[src/rtl/conv2_window_buf_if.sv]
// Pixel-stream in / 5x5 window out bundle between the pooled layer-1 stream and the conv2 sum stage.
// Optional frame_done strobe is present only when CONV2_BUF_FRAME_DONE_EN is defined.
interface conv2_window_buf_if #(
  parameter int DATA_BITS = 12
);
  logic                 valid_in;
  logic [DATA_BITS-1:0] data_in;
  logic                 valid_out_buf;
  logic [DATA_BITS-1:0] data_out_0,  data_out_1,  data_out_2,  data_out_3,  data_out_4;
  logic [DATA_BITS-1:0] data_out_5,  data_out_6,  data_out_7,  data_out_8,  data_out_9;
  logic [DATA_BITS-1:0] data_out_10, data_out_11, data_out_12, data_out_13, data_out_14;
  logic [DATA_BITS-1:0] data_out_15, data_out_16, data_out_17, data_out_18, data_out_19;
  logic [DATA_BITS-1:0] data_out_20, data_out_21, data_out_22, data_out_23, data_out_24;
`ifdef CONV2_BUF_FRAME_DONE_EN
  logic                 frame_done;
`endif

  modport slave (
    input  valid_in,
    input  data_in,
`ifdef CONV2_BUF_FRAME_DONE_EN
    output frame_done,
`endif
    output valid_out_buf,
    output data_out_0,  data_out_1,  data_out_2,  data_out_3,  data_out_4,
    output data_out_5,  data_out_6,  data_out_7,  data_out_8,  data_out_9,
    output data_out_10, data_out_11, data_out_12, data_out_13, data_out_14,
    output data_out_15, data_out_16, data_out_17, data_out_18, data_out_19,
    output data_out_20, data_out_21, data_out_22, data_out_23, data_out_24
  );

  modport master (
    output valid_in,
    output data_in,
`ifdef CONV2_BUF_FRAME_DONE_EN
    input  frame_done,
`endif
    input  valid_out_buf,
    input  data_out_0,  data_out_1,  data_out_2,  data_out_3,  data_out_4,
    input  data_out_5,  data_out_6,  data_out_7,  data_out_8,  data_out_9,
    input  data_out_10, data_out_11, data_out_12, data_out_13, data_out_14,
    input  data_out_15, data_out_16, data_out_17, data_out_18, data_out_19,
    input  data_out_20, data_out_21, data_out_22, data_out_23, data_out_24
  );
endinterface

[src/rtl/conv2_window_buf.sv]
// Line buffer for conv2: raster pixel stream in, every complete 5x5 window out with a one-cycle strobe.
// Defining CONV2_BUF_FRAME_DONE_EN adds a frame_done pulse on the last window of each frame.
module conv2_window_buf #(
  parameter int WIDTH     = 12,
  parameter int HEIGHT    = 12,
  parameter int DATA_BITS = 12
) (
  input  logic                     clk,
  input  logic                     rst,
  conv2_window_buf_if.slave        bus
);
  localparam int DEPTH = 4 * WIDTH + 5;
  localparam int CW    = (WIDTH  > 1) ? $clog2(WIDTH)  : 1;
  localparam int RW    = (HEIGHT > 1) ? $clog2(HEIGHT) : 1;
  localparam logic [CW-1:0] COL_LAST = CW'(WIDTH - 1);
  localparam logic [RW-1:0] ROW_LAST = RW'(HEIGHT - 1);
  localparam logic [CW-1:0] COL_MIN  = CW'(4);
  localparam logic [RW-1:0] ROW_MIN  = RW'(4);

  logic [DATA_BITS-1:0] sr_q [DEPTH];
  logic [DATA_BITS-1:0] sr_d [DEPTH];
  logic [CW-1:0]        col_q, col_d;
  logic [RW-1:0]        row_q, row_d;
  logic                 valid_q, valid_d;
  logic                 done_q, done_d;

  always_comb begin
    sr_d    = sr_q;
    col_d   = col_q;
    row_d   = row_q;
    valid_d = 1'b0;
    done_d  = 1'b0;
    if (bus.valid_in) begin
      sr_d[0] = bus.data_in;
      for (int i = 1; i < DEPTH; i++) begin
        sr_d[i] = sr_q[i-1];
      end
      // Window judged on the position of the pixel being accepted, before the counters move.
      valid_d = (row_q >= ROW_MIN) && (col_q >= COL_MIN);
      done_d  = (row_q == ROW_LAST) && (col_q == COL_LAST);
      if (col_q == COL_LAST) begin
        col_d = '0;
        row_d = (row_q == ROW_LAST) ? '0 : row_q + 1'b1;
      end else begin
        col_d = col_q + 1'b1;
      end
    end
  end

  always_ff @(posedge clk) begin
    if (rst) begin
      for (int i = 0; i < DEPTH; i++) begin
        sr_q[i] <= '0;
      end
      col_q   <= '0;
      row_q   <= '0;
      valid_q <= 1'b0;
      done_q  <= 1'b0;
    end else begin
      sr_q    <= sr_d;
      col_q   <= col_d;
      row_q   <= row_d;
      valid_q <= valid_d;
      done_q  <= done_d;
    end
  end

  assign bus.valid_out_buf = valid_q;

`ifdef CONV2_BUF_FRAME_DONE_EN
  assign bus.frame_done = done_q;
`else
  logic unused_done;
  assign unused_done = done_q;
`endif

  // Tap k sits at row k/5, column k%5 of the window; sr_q[0] is the bottom-right (newest) pixel.
  assign bus.data_out_0  = sr_q[4*WIDTH + 4];
  assign bus.data_out_1  = sr_q[4*WIDTH + 3];
  assign bus.data_out_2  = sr_q[4*WIDTH + 2];
  assign bus.data_out_3  = sr_q[4*WIDTH + 1];
  assign bus.data_out_4  = sr_q[4*WIDTH + 0];
  assign bus.data_out_5  = sr_q[3*WIDTH + 4];
  assign bus.data_out_6  = sr_q[3*WIDTH + 3];
  assign bus.data_out_7  = sr_q[3*WIDTH + 2];
  assign bus.data_out_8  = sr_q[3*WIDTH + 1];
  assign bus.data_out_9  = sr_q[3*WIDTH + 0];
  assign bus.data_out_10 = sr_q[2*WIDTH + 4];
  assign bus.data_out_11 = sr_q[2*WIDTH + 3];
  assign bus.data_out_12 = sr_q[2*WIDTH + 2];
  assign bus.data_out_13 = sr_q[2*WIDTH + 1];
  assign bus.data_out_14 = sr_q[2*WIDTH + 0];
  assign bus.data_out_15 = sr_q[1*WIDTH + 4];
  assign bus.data_out_16 = sr_q[1*WIDTH + 3];
  assign bus.data_out_17 = sr_q[1*WIDTH + 2];
  assign bus.data_out_18 = sr_q[1*WIDTH + 1];
  assign bus.data_out_19 = sr_q[1*WIDTH + 0];
  assign bus.data_out_20 = sr_q[4];
  assign bus.data_out_21 = sr_q[3];
  assign bus.data_out_22 = sr_q[2];
  assign bus.data_out_23 = sr_q[1];
  assign bus.data_out_24 = sr_q[0];
endmodule

[src/flat_wrapper.sv]
// flat-port wrapper written by rule: the top's interface ports become plain ports
module conv2_window_buf_flat 
#(
  parameter int WIDTH     = 12,
  parameter int HEIGHT    = 12,
  parameter int DATA_BITS = 12
)
  (clk, rst, bus_valid_in, bus_data_in, bus_valid_out_buf, bus_data_out_0, bus_data_out_1, bus_data_out_2, bus_data_out_3, bus_data_out_4, bus_data_out_5, bus_data_out_6, bus_data_out_7, bus_data_out_8, bus_data_out_9, bus_data_out_10, bus_data_out_11, bus_data_out_12, bus_data_out_13, bus_data_out_14, bus_data_out_15, bus_data_out_16, bus_data_out_17, bus_data_out_18, bus_data_out_19, bus_data_out_20, bus_data_out_21, bus_data_out_22, bus_data_out_23, bus_data_out_24);
  conv2_window_buf_if #(.DATA_BITS(DATA_BITS)) bus_i ();
  input  logic clk;
  input  logic rst;
  input wire logic [$bits(bus_i.valid_in)-1:0] bus_valid_in;
  input wire logic [$bits(bus_i.data_in)-1:0] bus_data_in;
  output wire logic [$bits(bus_i.valid_out_buf)-1:0] bus_valid_out_buf;
  output wire logic [$bits(bus_i.data_out_0)-1:0] bus_data_out_0;
  output wire logic [$bits(bus_i.data_out_1)-1:0] bus_data_out_1;
  output wire logic [$bits(bus_i.data_out_2)-1:0] bus_data_out_2;
  output wire logic [$bits(bus_i.data_out_3)-1:0] bus_data_out_3;
  output wire logic [$bits(bus_i.data_out_4)-1:0] bus_data_out_4;
  output wire logic [$bits(bus_i.data_out_5)-1:0] bus_data_out_5;
  output wire logic [$bits(bus_i.data_out_6)-1:0] bus_data_out_6;
  output wire logic [$bits(bus_i.data_out_7)-1:0] bus_data_out_7;
  output wire logic [$bits(bus_i.data_out_8)-1:0] bus_data_out_8;
  output wire logic [$bits(bus_i.data_out_9)-1:0] bus_data_out_9;
  output wire logic [$bits(bus_i.data_out_10)-1:0] bus_data_out_10;
  output wire logic [$bits(bus_i.data_out_11)-1:0] bus_data_out_11;
  output wire logic [$bits(bus_i.data_out_12)-1:0] bus_data_out_12;
  output wire logic [$bits(bus_i.data_out_13)-1:0] bus_data_out_13;
  output wire logic [$bits(bus_i.data_out_14)-1:0] bus_data_out_14;
  output wire logic [$bits(bus_i.data_out_15)-1:0] bus_data_out_15;
  output wire logic [$bits(bus_i.data_out_16)-1:0] bus_data_out_16;
  output wire logic [$bits(bus_i.data_out_17)-1:0] bus_data_out_17;
  output wire logic [$bits(bus_i.data_out_18)-1:0] bus_data_out_18;
  output wire logic [$bits(bus_i.data_out_19)-1:0] bus_data_out_19;
  output wire logic [$bits(bus_i.data_out_20)-1:0] bus_data_out_20;
  output wire logic [$bits(bus_i.data_out_21)-1:0] bus_data_out_21;
  output wire logic [$bits(bus_i.data_out_22)-1:0] bus_data_out_22;
  output wire logic [$bits(bus_i.data_out_23)-1:0] bus_data_out_23;
  output wire logic [$bits(bus_i.data_out_24)-1:0] bus_data_out_24;
  assign bus_i.valid_in = bus_valid_in;
  assign bus_i.data_in = bus_data_in;
  assign bus_valid_out_buf = bus_i.valid_out_buf;
  assign bus_data_out_0 = bus_i.data_out_0;
  assign bus_data_out_1 = bus_i.data_out_1;
  assign bus_data_out_2 = bus_i.data_out_2;
  assign bus_data_out_3 = bus_i.data_out_3;
  assign bus_data_out_4 = bus_i.data_out_4;
  assign bus_data_out_5 = bus_i.data_out_5;
  assign bus_data_out_6 = bus_i.data_out_6;
  assign bus_data_out_7 = bus_i.data_out_7;
  assign bus_data_out_8 = bus_i.data_out_8;
  assign bus_data_out_9 = bus_i.data_out_9;
  assign bus_data_out_10 = bus_i.data_out_10;
  assign bus_data_out_11 = bus_i.data_out_11;
  assign bus_data_out_12 = bus_i.data_out_12;
  assign bus_data_out_13 = bus_i.data_out_13;
  assign bus_data_out_14 = bus_i.data_out_14;
  assign bus_data_out_15 = bus_i.data_out_15;
  assign bus_data_out_16 = bus_i.data_out_16;
  assign bus_data_out_17 = bus_i.data_out_17;
  assign bus_data_out_18 = bus_i.data_out_18;
  assign bus_data_out_19 = bus_i.data_out_19;
  assign bus_data_out_20 = bus_i.data_out_20;
  assign bus_data_out_21 = bus_i.data_out_21;
  assign bus_data_out_22 = bus_i.data_out_22;
  assign bus_data_out_23 = bus_i.data_out_23;
  assign bus_data_out_24 = bus_i.data_out_24;
  conv2_window_buf #(.WIDTH(WIDTH), .HEIGHT(HEIGHT), .DATA_BITS(DATA_BITS)) u_core (.clk(clk), .rst(rst), .bus(bus_i));
endmodule
[config.mk]
export PLATFORM = sky130hd
export DESIGN_NAME = conv2_window_buf_flat
export DESIGN_NICKNAME = d
export VERILOG_FILES = /design/src/rtl/conv2_window_buf_if.sv /design/src/rtl/conv2_window_buf.sv /design/src/flat_wrapper.sv
export SDC_FILE = /design/constraint.sdc
export NUM_CORES = 1
export LEC_CHECK = 0
export BUFFER_PORTS_ARGS = -buffer_cell sky130_fd_sc_hd__buf_2
export CAP_MARGIN = 10
export CORE_ASPECT_RATIO = 0.9
export CORE_UTILIZATION = 50
export CTS_BUF_LIST = sky130_fd_sc_hd__clkbuf_4
export DETAILED_ROUTE_END_ITERATION = 8
export PLACE_DENSITY = 0.66
export SLEW_MARGIN = 20
export SYNTH_ARGS = -nofsm -noshare
export SYNTH_HDL_FRONTEND = slang
export SYNTH_SLANG_ARGS = --single-unit
[constraint.sdc]
create_clock -name clk -period 3.9 [get_ports clk]
set_clock_uncertainty 0.2 [all_clocks]
set_input_delay 0.195 -clock clk [delete_from_list [all_inputs] [get_ports clk]]
set_output_delay 0.195 -clock clk [all_outputs]
set_load 0.05 [all_outputs]
== Word-level counts from Yosys, hierarchy flattened ==
Index checks and enable logic that the tools add are counted.

* $lt $le $gt $ge: 2
* Add/subtract/negate cells: 2
* Multiplexer cells: 2
* Bitwise operators: 1
* Equality and inequality tests: 2
* Reductions and logical operators: 3

{| class="wikitable"
|+ Operators with widths
! kind !! count
|-
| $add 4x1->4 const B || 2
|-
| $eq 4x4->1 const B || 2
|-
| $ge 4x3->1 const B || 2
|-
| $mux 4 || 2
|-
| $reduce_and 2->1 || 1
|-
| $reduce_or 2->1 || 1
|-
| $logic_and 1x1->1 || 1
|-
| $not 1->1 || 1
|}

* Input port bits: 15
* Word-level logic and storage cells: 68
* Bits in registers: 645
* Output and inout port bits: 301

== Logic depth before layout (Yosys ltp) ==
Gate-level depths: netlist of the first run.

* Word-level depth: 2
* Mapped depth: 6
* Gate-level depth less buffers: 4

== Worst setup path before layout of the first run ==
OpenSTA, ideal clock, no wires.

* Path type: register to register
* Start point: register u_core.col_q[0]
* End point: register u_core.row_q[3]
* Setup time: 0.074 ns
* Clock period less this slack: 1.565 ns
* Required time: 3.626 ns
* Arrival: 1.291 ns
* Stages on the path, launching flop included: 5
* Path slack: 2.335 ns
* Cells stage by stage: dfxtp_1 ha_1 nand4b_4 or4_1 a31oi_1

* Longest elaborated chain between the ends: 2

{| class="wikitable"
|+ RTL lines
! element !! RTL line !! text
|-
| start: declaration || conv2_window_buf.sv:22 || <nowiki>logic [CW-1:0] col_q, col_d;</nowiki>
|-
| start signal: assignment || conv2_window_buf.sv:61 || <nowiki>col_q <= col_d;</nowiki>
|-
| $eq 4x4->1 || n/a ||
|-
| $reduce_and 2->1 (no line) || n/a ||
|-
| end signal: assignment || conv2_window_buf.sv:62 || <nowiki>row_q <= row_d;</nowiki>
|-
| end: declaration || conv2_window_buf.sv:23 || <nowiki>logic [RW-1:0] row_q, row_d;</nowiki>
|}

Every way passes these cells.
A chain may end at the register's enable or synchronous reset.

==> summary.txt, run 1 <==
Outcome
  • Outcome: completed

STA
  • Slew @ Worst Pin: 786.3 ps
  • Setup violations, final: 0
  • Final Hold Viols: 0
  • WHS: 112.8 ps
  • Final period util: between 70% and 80%
  • Unrepaired setup endpoints after global routing: false
  • Slew headroom: 47.58%
  • FMAX: 361.7 MHz
  • Min Tclk post-route: 2764 ps
  • Fin. max-slew vios: 0
  • Final setup TNS: 0 ps

Routing
  • DRT Pass-1 Iters: 5
  • Routed WL per cell: 14.63 um
  • DRC viols: 0
  • Vias: between 15k and 20k
  • Routed wire length: 48.12 mm
  • ANT nets after route: 0
  • Vias per inst: 4.774
  • Starting DRT DRC Count: 645

Critical path
  • Max incr delay on CP: 580 ps
  • Critical Path Most Common Cell: dlygate4sd3_1
  • Delay-heaviest family, CP: buffers and inverters
  • Critical Path RT: 4520 ps
  • Ordered cell list for the critical path: dlygate4sd3_1 > buf_8 > buf_12 > mux2i_1 > dlygate4sd3_1 > nor2_1 > dlygate4sd3_1
  • WP buf/inv: 5
  • CP max stage cell: buf_8
  • Worst Path Max Fanout: 77
  • Worst setup SP type: primary input
  • WS Path Type: in -> reg
  • Element type at the critical path end: flip-flop
  • Arrival time worst endpoint: 3390 ps

Global routing
  • Largest net degree at the start of global routing: ~120
  • Total congestion overflow: 0
  • Vias in the first global route: ~15k
  • First-pass GRT wire length: 78.56 mm
  • All-Layer GR Usage: 18.93%
  • Initial antenna violation count: 2

Clock tree
  • PostCTS Resize Cnt: 0
  • CTS tree: built
  • # H-tree levels: 4
  • CTS Buf Count: 162
  • Clock Pin Slew Worst Setup and Hold Paths: 70 ps
  • Clock Latency Late Sink: 960 ps
  • Setup bufs post-CTS: 0
  • CTS Root Cell: clkbuf_4
  • CTS Sinks: ~650
  • Clock buffer depth: 3

Placement
  • Gpl congestion: between 0.7 and 0.8
  • Post-DP Area: 24640 sq um
  • PortBufs: 315
  • Hpwl dp: ~30 mm
  • Placed insts: 2959

Pwr
  • P_int: slightly below 10 mW
  • Pleak: 13.23 nW
  • PwrDens: 470.3 nW/um^2
  • Sw Pwr: ~3.0 mW
  • Flop pwr share: 51.8%
  • VDD IR-drop max: 0.0002876 V
  • Comb power frac: about 4.5%
  • Clock share of power: 43.7%
  • Total power draw: ~13 mW
  • Switching share of total power: 23.09%

Cells and area
  • Most common cell after layout, fill and taps aside: dfxtp_1
  • Commonest non-fill, non-tap cells in the layout: 645 x dfxtp_1, 641 x nor2_1, 638 x mux2i_1
  • Layout net count: 2520
  • Layout cells sized above 1: 22.51%
  • Reg with most FFs: u_core.sr_q
  • Max FFs per register: between 300 and 400
  • Final Instance Area: approximately 27000 sq um
  • Area growth syn-to-layout: 8.240%
  • Final Non-Filler Cells: around 3.3k

Yosys
  • Flop and latch count out of synthesis: between 600 and 700
  • Distinct cells, synth: 25
  • Seq/Total Area, Yosys: 51.41%
  • Yosys warning total: 0
  • Cell Area, Synth: ~25000 sq um
  • Syn nets: 2411
  • Mapped Cells: 2394
  • Mean Syn Cell Area: 10.49 sq um

Die
  • Die Footprint: about 51000 sq um
  • IO Pins: 316
  • DIE HEIGHT: 214.6 um
  • Width of the die: 238.2 um
  • Core box area: 49330 sq um
  • Initial Util: 50.91%
  • Cell Rows: 77

Min path
  • Min-Delay Path Class: in -> reg

Job
  • Maxcap violations: 0
final cells by class:
| cell class | instances | area, sq um |
|---|---|---|
| Fill cell | 4347 | 22140 |
| Antenna cell | 6 | 15.01 |
| Sequential cell | 645 | 12910 |
| Clock buffer | 235 | 1764 |
| Timing Repair Buffer | 389 | 2417 |
| Inverter | 1 | 3.754 |
| Tap cell | 671 | 839.6 |
| Multi-Input combinational cell | 1304 | 8976 |
| Clock inverter | 38 | 255.2 |
power groups by stage:
stage               combinational (mW)  sequential [mW]  clock (mW)
global placement                 0.522             6.77           0
floorplan                        0.501             6.76           0
finish                           0.572             6.62        5.59
global route                     0.607             6.62        6.20
detailed placement               0.527             6.77           0
CTS                              0.572             6.62        5.83
cell usage after synthesis:
master	number	share of area, %
a21oi_1	3	0.060
and4b_2	1	0.045
nand2_1	5	0.075
buf_2	22	0.44
nor4b_1	1	0.035
xnor2_1	1	0.035
o21ai_0	1	0.020
nor3_1	2	0.040
xor2_1	1	0.035
ha_1	2	0.10
nand3_1	2	0.040
or4_1	1	0.030
nand4b_4	1	0.095
a21o_1	1	0.030
a31oi_1	1	0.025
buf_1	1	0.015
buf_6	50	2.2
nand4_1	1	0.025
buf_4	307	9.2
clkbuf_1	64	0.96
nor2_1	641	9.6
mux2i_1	638	25
dfxtp_1	645	51
a311o_2	1	0.045
inv_1	1	0.015
layer usage:
layer	global-route usage, %	share of wire [%]	wire (um)	vias up
li1	-	-	-	7916
met1	23.70	46	22310	7371
met2	29.15	46	21970	325
met3	6.784	5.9	2851	89
met4	8.462	2.1	991	0
met5	0	0	0	-
per-stage QoR:
step / worst slack [ps] / util, %
after global placement: 1856 / 49.95
after CTS: 1279 / 55.08
after floorplan: 2335 / -
after global routing: 1085 / 55.10
after detailed placement: 1803 / 49.95
final: 1136 / 55.11
worst paths after layout:
kind                                   from                    endpoint  slack [ps]  cells past startpoint
hold reg to reg            u_core.sr_q[519]            u_core.sr_q[507]         280                      2
hold / removal                          rst    u_core.bus.data_out_0[2]         110                      3
setup / recovery               bus_valid_in  u_core.bus.data_out_24[11]        1140                      7
setup reg to reg  u_core.bus.data_out_24[7]   u_core.bus.data_out_24[7]        1900                      4
timing repair:
action                     4_1_cts  5_1_grt
hold buffers                    51        0
hold endpoints to repair       645        0
setup endpoints to repair        0        0
worst min-delay path, cell delays in order:
cell and delay [ps]:
dlygate4sd3_1 560, buf_8 290, nor2_1 170
cells by family after synthesis:
logic type      after synthesis  share of synthesized area, %
compound gates                7                        0.1793
xor+xnor                      2                       0.06976
fa+ha+maj                     2                       0.09963
buf+inv                     445                         12.84
flops                       645                         51.41
mux                         638                         25.43
simple gates                655                         9.964
(Power assumes the default switching activity.)
==> run 2, diff against run 1 <==
--- a/config.mk
+++ b/config.mk
@@ -5,13 +5,14 @@
 export SDC_FILE = /design/constraint.sdc
 export NUM_CORES = 1
 export LEC_CHECK = 0
+export ABC_AREA = 1
 export BUFFER_PORTS_ARGS = -buffer_cell sky130_fd_sc_hd__buf_2
 export CAP_MARGIN = 10
 export CORE_ASPECT_RATIO = 0.9
 export CORE_UTILIZATION = 50
 export CTS_BUF_LIST = sky130_fd_sc_hd__clkbuf_4
 export DETAILED_ROUTE_END_ITERATION = 8
-export PLACE_DENSITY = 0.66
+export PLACE_DENSITY = 0.69
 export SLEW_MARGIN = 20
 export SYNTH_ARGS = -nofsm -noshare
 export SYNTH_HDL_FRONTEND = slang
==> constraint.sdc (replaced) <==
create_clock -name clk -period 2.4 [get_ports clk]
set_clock_uncertainty 0.2 [all_clocks]
set_input_delay 0.12 -clock clk [delete_from_list [all_inputs] [get_ports clk]]
set_output_delay 0.12 -clock clk [all_outputs]
set_load 0.05 [all_outputs]
==> run 2 against run 1 <==
Compared with the run above:
- first-iteration DRC count grew 120%
- setup slack lost 1100 ps
- non-clock buffer count grew 6
- via count grew 23%
- critical path type unchanged
==> summary.txt, run 2 <==
Routing
  • DRC viols: 0 (unchanged)
  • Vias per inst: 4.959 (was 4.774)
  • ANT nets after route: 0 (unchanged)
  • DRT Pass-1 Iters: 5 (unchanged)
  • Vias: 19.24k (was 15.70k)
  • Routed WL per cell: 13.21 um (was 14.63 um)
  • Routed wire length: 51.26 mm (was 48.12 mm)
  • Starting DRT DRC Count: 1448 (was 645)

STA
  • Final period util: a little over nine tenths
  • Setup violations, final: 0 (unchanged)
  • Slew headroom: 54.61% (was 47.58%)
  • Unrepaired setup endpoints after global routing: false (unchanged)
  • Final Hold Viols: 0 (unchanged)
  • Final WS setup: 33.10 ps (was 1136 ps)
  • FMAX: around 420 MHz
  • Min Tclk post-route: 2367 ps
  • Slew @ Worst Pin: 680.8 ps (was 786.3 ps)
  • Fin. max-slew vios: 0 (unchanged)
  • Final setup TNS: 0 ps (unchanged)
  • WHS: 161.4 ps (was 112.8 ps)

Cells and area
  • Most common cell after layout, fill and taps aside: nor2_1 (was dfxtp_1)
  • Commonest non-fill, non-tap cells in the layout: 1283 x nor2_1, 645 x dfxtp_1, 640 x o21ai_0 (was 645 x dfxtp_1, 641 x nor2_1, 638 x mux2i_1)
  • Final Non-Filler Cells: 3880 (was 3289)
  • Max FFs per register: 336 (unchanged)
  • Area growth syn-to-layout: 7.500% (was 8.240%)
  • Layout cells sized above 1: 18.17% (was 22.51%)
  • Layout net count: 3178 (was 2520)
  • Fillers: 4463 (was 4347)
  • Final Instance Area: 26360 sq um (was 27180 sq um)
  • Area of the multi-input gates: 8167 sq um (was 8976 sq um)
  • Reg with most FFs: u_core.sr_q (unchanged)
  • Register area: 12910 sq um (unchanged)

Critical path
  • Critical Path Most Common Cell: dlygate4sd3_1 (unchanged)
  • Ordered cell list for the critical path: dlygate4sd3_1 > buf_8 > inv_16 > buf_4 > nor2_1 > dlygate4sd3_1 > nor2_1 > dlygate4sd3_1 (was dlygate4sd3_1 > buf_8 > buf_12 > mux2i_1 > dlygate4sd3_1 > nor2_1 > dlygate4sd3_1)
  • WP buf/inv: 6 (was 5)
  • Critical Path RT: 3110 ps (was 4520 ps)
  • Element type at the critical path end: flip-flop (unchanged)
  • Delay-heaviest family, CP: buffers and inverters (unchanged)
  • WS Path Type: in -> reg (unchanged)
  • Worst Path Max Fanout: 135 (was 77)
  • Max incr delay on CP: 580 ps (about the same)
  • Reg2reg setup slack: 490 ps (was 1900 ps)
  • Arrival time worst endpoint: 3080 ps (was 3390 ps)
  • Launch point of the worst reg-to-reg path: u_core.col_q[1] (was u_core.bus.data_out_24[7])
  • CP max stage cell: dlygate4sd3_1 (was buf_8)
  • Worst setup SP type: primary input (unchanged)
  • R2R depth: 6 (was 4)
  • Reg-to-reg endpoint: u_core.row_q[0] (was u_core.bus.data_out_24[7])

Pwr
  • VDD IR-drop max: 0.0005015 V (was 0.0002876 V)
  • PwrDens: 897.7 nW/um^2 (was 470.3 nW/um^2)
  • Pleak: 12.12 nW (was 13.23 nW)

Placement
  • Post-DP Area: 23960 sq um (was 24640 sq um)
  • Placed insts: 3577 (was 2959)
  • Hpwl dp: 29.10 mm (was 29.88 mm)
  • Gpl congestion: 0.8111 (was 0.7874)
  • PortBufs: 315 (unchanged)
  • Place WS: 724.7 ps (was 1803 ps)

Clock tree
  • Setup bufs post-CTS: 0 (unchanged)
  • Clock buffer depth: 3 (unchanged)
  • # H-tree levels: 4 (unchanged)
  • CTS Buf Count: 160 (was 162)
  • Clock Pin Slew Worst Setup and Hold Paths: 80 ps (was 70 ps)
  • CTS Sinks: 645 (unchanged)
  • Clock Latency Late Sink: 960 ps (about the same)
  • CTS Root Cell: clkbuf_4 (unchanged)
  • CTS tree: built (unchanged)

Global routing
  • Vias in the first global route: 18.09k (was 15.36k)
  • Total congestion overflow: 0 (unchanged)
  • First-pass GRT wire length: 85.45 mm (was 78.56 mm)
  • All-Layer GR Usage: 20.26% (was 18.93%)
  • Largest net degree at the start of global routing: 186 (was 121)
  • Initial antenna violation count: 2 (unchanged)

Yosys
  • Flop and latch count out of synthesis: 645 (unchanged)
  • Top FF cell, synth: dfxtp_1 (unchanged)
  • Syn nets: 3133 (was 2411)
  • Top-count cell post-synth: nor2_1 (was dfxtp_1)
  • Yosys warning total: 0 (unchanged)
  • Post-synth EDFFs: 0 (unchanged)
  • Seq/Total Area, Yosys: 52.65% (was 51.41%)
  • Mean Syn Cell Area: 7.870 sq um (was 10.49 sq um)
  • Asr flop ratio synth: 0% (unchanged)
  • Synth area leader: dfxtp_1 (unchanged)
  • Distinct cells, synth: 20 (was 25)
  • Top cells by count, synth: 1283 x nor2_1, 645 x dfxtp_1, 640 x o21ai_0 (was 645 x dfxtp_1, 641 x nor2_1, 638 x mux2i_1)
  • Mapped Cells: 3116 (was 2394)
  • Cell Area, Synth: 24520 sq um (was 25110 sq um)
  • Synth area leaders: dfxtp_1 53%, nor2_1 20%, o21ai_0 13%, buf_4 11%, buf_2 0.96% (was dfxtp_1 51%, mux2i_1 25%, nor2_1 9.6%, buf_4 9.2%, buf_6 2.2%)
  • Yosys top cell area share: 52.65% (was 51.41%)

Die
  • IO Pins: 316 (unchanged)
  • Cell Rows: 76 (was 77)
  • Width of the die: 235.4 um (was 238.2 um)
  • Core box area: 48120 sq um (was 49330 sq um)
  • DIE HEIGHT: 212.1 um (was 214.6 um)
  • Die Footprint: 49940 sq um (was 51130 sq um)
  • Initial Util: 50.97% (was 50.91%)

Outcome
  • Outcome: completed (unchanged)

Min path
  • Min-Delay Path Class: in -> reg (unchanged)
  • WHS Endpoint: u_core.bus.data_out_23[0] (was u_core.bus.data_out_0[2])
  • Hold Path Stages: 5 (was 3)
  • Hold wc startpoint: bus_valid_in (was rst)

Job
  • Maxcap violations: 0 (unchanged)
-- run 2: cells by family (layout without fill, tap and decap cells) --
logic type / after synthesis / in the layout / share of synthesized area, %
other cells: 0 / 3 / 0
flops: 645 / 645 / 52.65
fa+ha+maj: 2 / 2 / 0.1020
xor+xnor: 1 / 1 / 0.03572
simple gates: 1306 / 1306 / 20.06
compound gates: 642 / 642 / 13.10
buf+inv: 520 / 657 / 14.05
-- run 2: metal layers --
layer / part of all wire (%) / GRT usage (%) / wire, um / vias to the layer above
li1: - / - / - / 9768
met1: 46 / 26.04 / 23680 / 8866
met2: 45 / 31.18 / 23120 / 518
met3: 6.5 / 5.908 / 3338 / 90
met4: 2.2 / 9.984 / 1125 / 0
met5: 0 / 0 / 0 / -
-- run 2: stage by stage --
stage	power, mW	utilization (%)
6_report	23.67	54.79
5_1_grt	24.91	54.79
4_1_cts	23.96	54.76
3_5_place_dp	14.92	49.79
3_3_place_gp	14.86	49.79
2_1_floorplan	14.69	-
-- run 2: how the worst max path moves through the flow --
stage,slack [ps],end,startpoint,cells after the start
global route,8,u_core.bus.data_out_24[4],bus_valid_in,8
finish,30,u_core.bus.data_out_24[4],bus_valid_in,8
detailed placement,720,u_core.bus.data_out_23[1],bus_valid_in,5
global placement,740,u_core.bus.data_out_23[8],bus_valid_in,5
floorplan,1180,u_core.row_q[3],u_core.col_q[0],6
CTS,210,u_core.bus.data_out_24[8],rst,8
-- run 2: repair_timing --
item / in CTS / in global routing
endpoints found under the hold margin: 645 / 0
endpoints found under the setup margin: 0 / 2
resized for setup: 0 / 1
hold buffers: 46 / 0
-- run 2: power breakdown --
part           total, mW  internal (mW)  leakage, nW  switching (mW)
clock network       8.89           4.74         1.16            4.15
logic               2.96          0.774         5.64            2.19
registers           11.8           11.4         5.33           0.431
-- run 2: cell type report --
cell class              count  area share [%]
flip-flops and latches    645           48.98
multi-input cells        1951           30.98
repair buffers            395           9.530
clock buffers             228           6.493
well taps                 624           2.962
clock inverters            26          0.8068
inverters                   8          0.2231
diodes                      3         0.02848
-- run 2: worst reg2reg max path, stage by stage, from the launching register on --
cell and delay, ps:
dfxtp_1 350, ha_1 180, nand2_1 130, nor2_4 200, nand3_1 110, a21oi_1 140
dlygate4sd3_1 550
==> run 3, diff against run 2 <==
--- a/config.mk
+++ b/config.mk
@@ -8,11 +8,14 @@
 export ABC_AREA = 1
 export BUFFER_PORTS_ARGS = -buffer_cell sky130_fd_sc_hd__buf_2
 export CAP_MARGIN = 10
+export CELL_PAD_IN_SITES_DETAIL_PLACEMENT = 1
+export CELL_PAD_IN_SITES_GLOBAL_PLACEMENT = 1
 export CORE_ASPECT_RATIO = 0.9
-export CORE_UTILIZATION = 50
+export CORE_UTILIZATION = 40
 export CTS_BUF_LIST = sky130_fd_sc_hd__clkbuf_4
+export CTS_CLUSTER_SIZE = 24
 export DETAILED_ROUTE_END_ITERATION = 8
-export PLACE_DENSITY = 0.69
+export PLACE_DENSITY_LB_ADDON = 0.1
 export SLEW_MARGIN = 20
 export SYNTH_ARGS = -nofsm -noshare
 export SYNTH_HDL_FRONTEND = slang
==> run 3 against run 2 <==
Compared with the run above:
- global-route usage shrank 0.73 points
- first-iteration DRC count shrank 28%
- sequential power is essentially flat
- via count increased by 2.8%
- clock-buffer cell count grew 28
- combinational power rose by 3%
- critical path depth stayed put
- largest power group unchanged
==> summary.txt, run 3 (same netlist as run 2, synthesis figures left out) <==
Routing
  • ANT nets after route: 0 (unchanged)
  • DRC viols: 0 (unchanged)
  • DRT Pass-1 Iters: 7 (was 5)
  • Vias: 19.79k (was 19.24k)
  • Vias per inst: 4.859 (was 4.959)
  • Starting DRT DRC Count: 1043 (was 1448)
  • Routed WL per cell: 15.08 um (was 13.21 um)
  • Routed wire length: 61.42 mm (was 51.26 mm)

Critical path
  • CP max stage cell: dlygate4sd3_1 (unchanged)
  • Delay-heaviest family, CP: buffers and inverters (unchanged)
  • Critical Path RT: 3110 ps (about the same)
  • Element type at the critical path end: flip-flop (unchanged)
  • Critical path depth: 8 (unchanged)
  • Worst setup SP type: primary input (unchanged)
  • Arrival time worst endpoint: 3000 ps (was 3080 ps)
  • Ordered cell list for the critical path: dlygate4sd3_1 > buf_2 > dlygate4sd3_1 > inv_8 > buf_12 > o21ai_0 > nor2_1 > dlygate4sd3_1 (was dlygate4sd3_1 > buf_8 > inv_16 > buf_4 > nor2_1 > dlygate4sd3_1 > nor2_1 > dlygate4sd3_1)
  • Worst Path Max Fanout: 81 (was 135)
  • R2R depth: 6 (unchanged)
  • WP buf/inv: 6 (unchanged)
  • Max incr delay on CP: 640 ps (was 580 ps)
  • Critical Path Most Common Cell: dlygate4sd3_1 (unchanged)
  • WS Path Type: in -> reg (unchanged)

Cells and area
  • Most common cell after layout, fill and taps aside: nor2_1 (unchanged)
  • Layout net count: 3189 (was 3178)
  • Final Instance Area: 26810 sq um (was 26360 sq um)
  • Reg with most FFs: u_core.sr_q (unchanged)
  • Fillers: 7386 (was 4463)
  • Max FFs per register: 336 (unchanged)
  • Layout cells sized above 1: 18.65% (was 18.17%)
  • Commonest non-fill, non-tap cells in the layout: 1283 x nor2_1, 645 x dfxtp_1, 640 x o21ai_0 (unchanged)
  • Area growth syn-to-layout: 9.332% (was 7.500%)

STA
  • Slew headroom: 34.22% (was 54.61%)
  • Fin. max-slew vios: 0 (unchanged)
  • Final period util: 95.21% (was 98.62%)
  • FMAX: 437.6 MHz (was 422.5 MHz)
  • Unrepaired setup endpoints after global routing: false (unchanged)
  • Final setup TNS: 0 ps (unchanged)
  • Slew @ Worst Pin: 983.4 ps (was 680.8 ps)
  • Min Tclk post-route: 2285 ps (was 2367 ps)
  • Setup violations, final: 0 (unchanged)
  • Final Hold Viols: 0 (unchanged)

Die
  • Initial Util: 40.74% (was 50.97%)
  • Die Footprint: 62300 sq um (was 49940 sq um)
  • IO Pins: 316 (unchanged)
  • Core box area: 60200 sq um (was 48120 sq um)
  • DIE HEIGHT: 236.9 um (was 212.1 um)
  • Width of the die: 263 um (was 235.4 um)
  • Cell Rows: 85 (was 76)

Placement
  • PortBufs: 315 (unchanged)
  • Gpl congestion: 0.7645 (was 0.8111)
  • Post-DP Area: 24170 sq um (was 23960 sq um)
  • Hpwl dp: 35.70 mm (was 29.10 mm)

Min path
  • Min-Delay Path Class: in -> reg (unchanged)
  • Hold Path Stages: 5 (unchanged)

Clock tree
  • Clock Latency Late Sink: 970 ps (was 960 ps)
  • PostCTS Resize Cnt: 0 (unchanged)
  • Post-cts hold buffer count: 53 (was 46)
  • Clock buffer depth: 3 (unchanged)
  • CTS Root Cell: clkbuf_4 (unchanged)
  • Setup bufs post-CTS: 0 (unchanged)
  • CTS Buf Count: 169 (was 160)
  • # H-tree levels: 4 (unchanged)
  • Clock Pin Slew Worst Setup and Hold Paths: 90 ps (was 80 ps)
  • CTS Sinks: 645 (unchanged)
  • CTS tree: built (unchanged)

Pwr
  • Pleak: 12.26 nW (was 12.12 nW)
  • PwrDens: 908.4 nW/um^2 (was 897.7 nW/um^2)
  • VDD IR-drop max: 0.0004213 V (was 0.0005015 V)

Global routing
  • Total congestion overflow: 0 (unchanged)
  • Initial antenna violation count: 2 (unchanged)
  • Vias in the first global route: 20.23k (was 18.09k)
  • First-pass GRT wire length: 101.6 mm (was 85.45 mm)
  • All-Layer GR Usage: 19.53% (was 20.26%)
  • Largest net degree at the start of global routing: 127 (was 186)

Job
  • Maxcap violations: 0 (unchanged)

Outcome
  • Outcome: completed (unchanged)
run 3: changes by cell type in the layout (fill, tap and decap cells not counted), sizes merged:
cell | previous run | this run
clkbuf | 228 | 256
inv | 11 | 13
buf | 350 | 344
dlygate4sd3 | 45 | 53
bufinv | 4 | 3
clkinv | 19 | 16
diode | 3 | 9
run 3: where the power goes:
group          switching (mW)  total [mW]  internal [mW]
sequential              0.441        11.8           11.4
combinational            2.26        3.05          0.782
clock                    4.37        9.49           5.12
total                    7.08        24.4           17.3
run 3: cell type report:
cell class	count	area [sq um]	share of cell area, %
repair buffers	397	2585	9.641
flip-flops and latches	645	12910	48.16
well taps	783	979.7	3.654
multi-input cells	1951	8167	30.46
clock buffers	256	1922	7.168
diodes	9	22.52	0.08400
inverters	8	53.80	0.2007
clock inverters	24	170.2	0.6347
run 3: through the flow:
step / hold slack (ps) / utilization, % / power (mW) / cells / worst slack (ps)
final: 166.3 / 44.54 / 24.36 / 4073 / 114.9
after global routing: 86.69 / 44.53 / 25.75 / 4070 / 70.34
after detailed placement: 150.3 / 40.15 / 15.04 / 3731 / 683.7
after global placement: 144.4 / 40.15 / 14.97 / 3731 / 723.8
after CTS: 60.50 / 44.50 / 24.81 / 4064 / 189.6
after floorplan: -10.93 / - / 14.69 / 3116 / 1177
run 3: tightest hold or removal path, delay by kind of cell:
| kind | cells | cell delay, ps |
|---|---|---|
| buffers and inverters | 3 | 960 |
| and+or+nand+nor | 2 | 180 |
run 3: path summary, 6_finish.rpt:
check / startpoint / to / slack, ps
worst max-delay path: rst / u_core.bus.data_out_24[9] / 110
worst min-delay path: bus_valid_in / u_core.col_q[0] / 170
worst max register to register: u_core.col_q[0] / u_core.row_q[0] / 460
worst min register to register: u_core.sr_q[358] / u_core.bus.data_out_14[10] / 260
run 3: routing by layer:
metal  routed length, um  track usage (%)
met1               28990            24.62
met5                   0                0
met4                1297            7.407
met2               27990            31.27
met3                3142            5.980
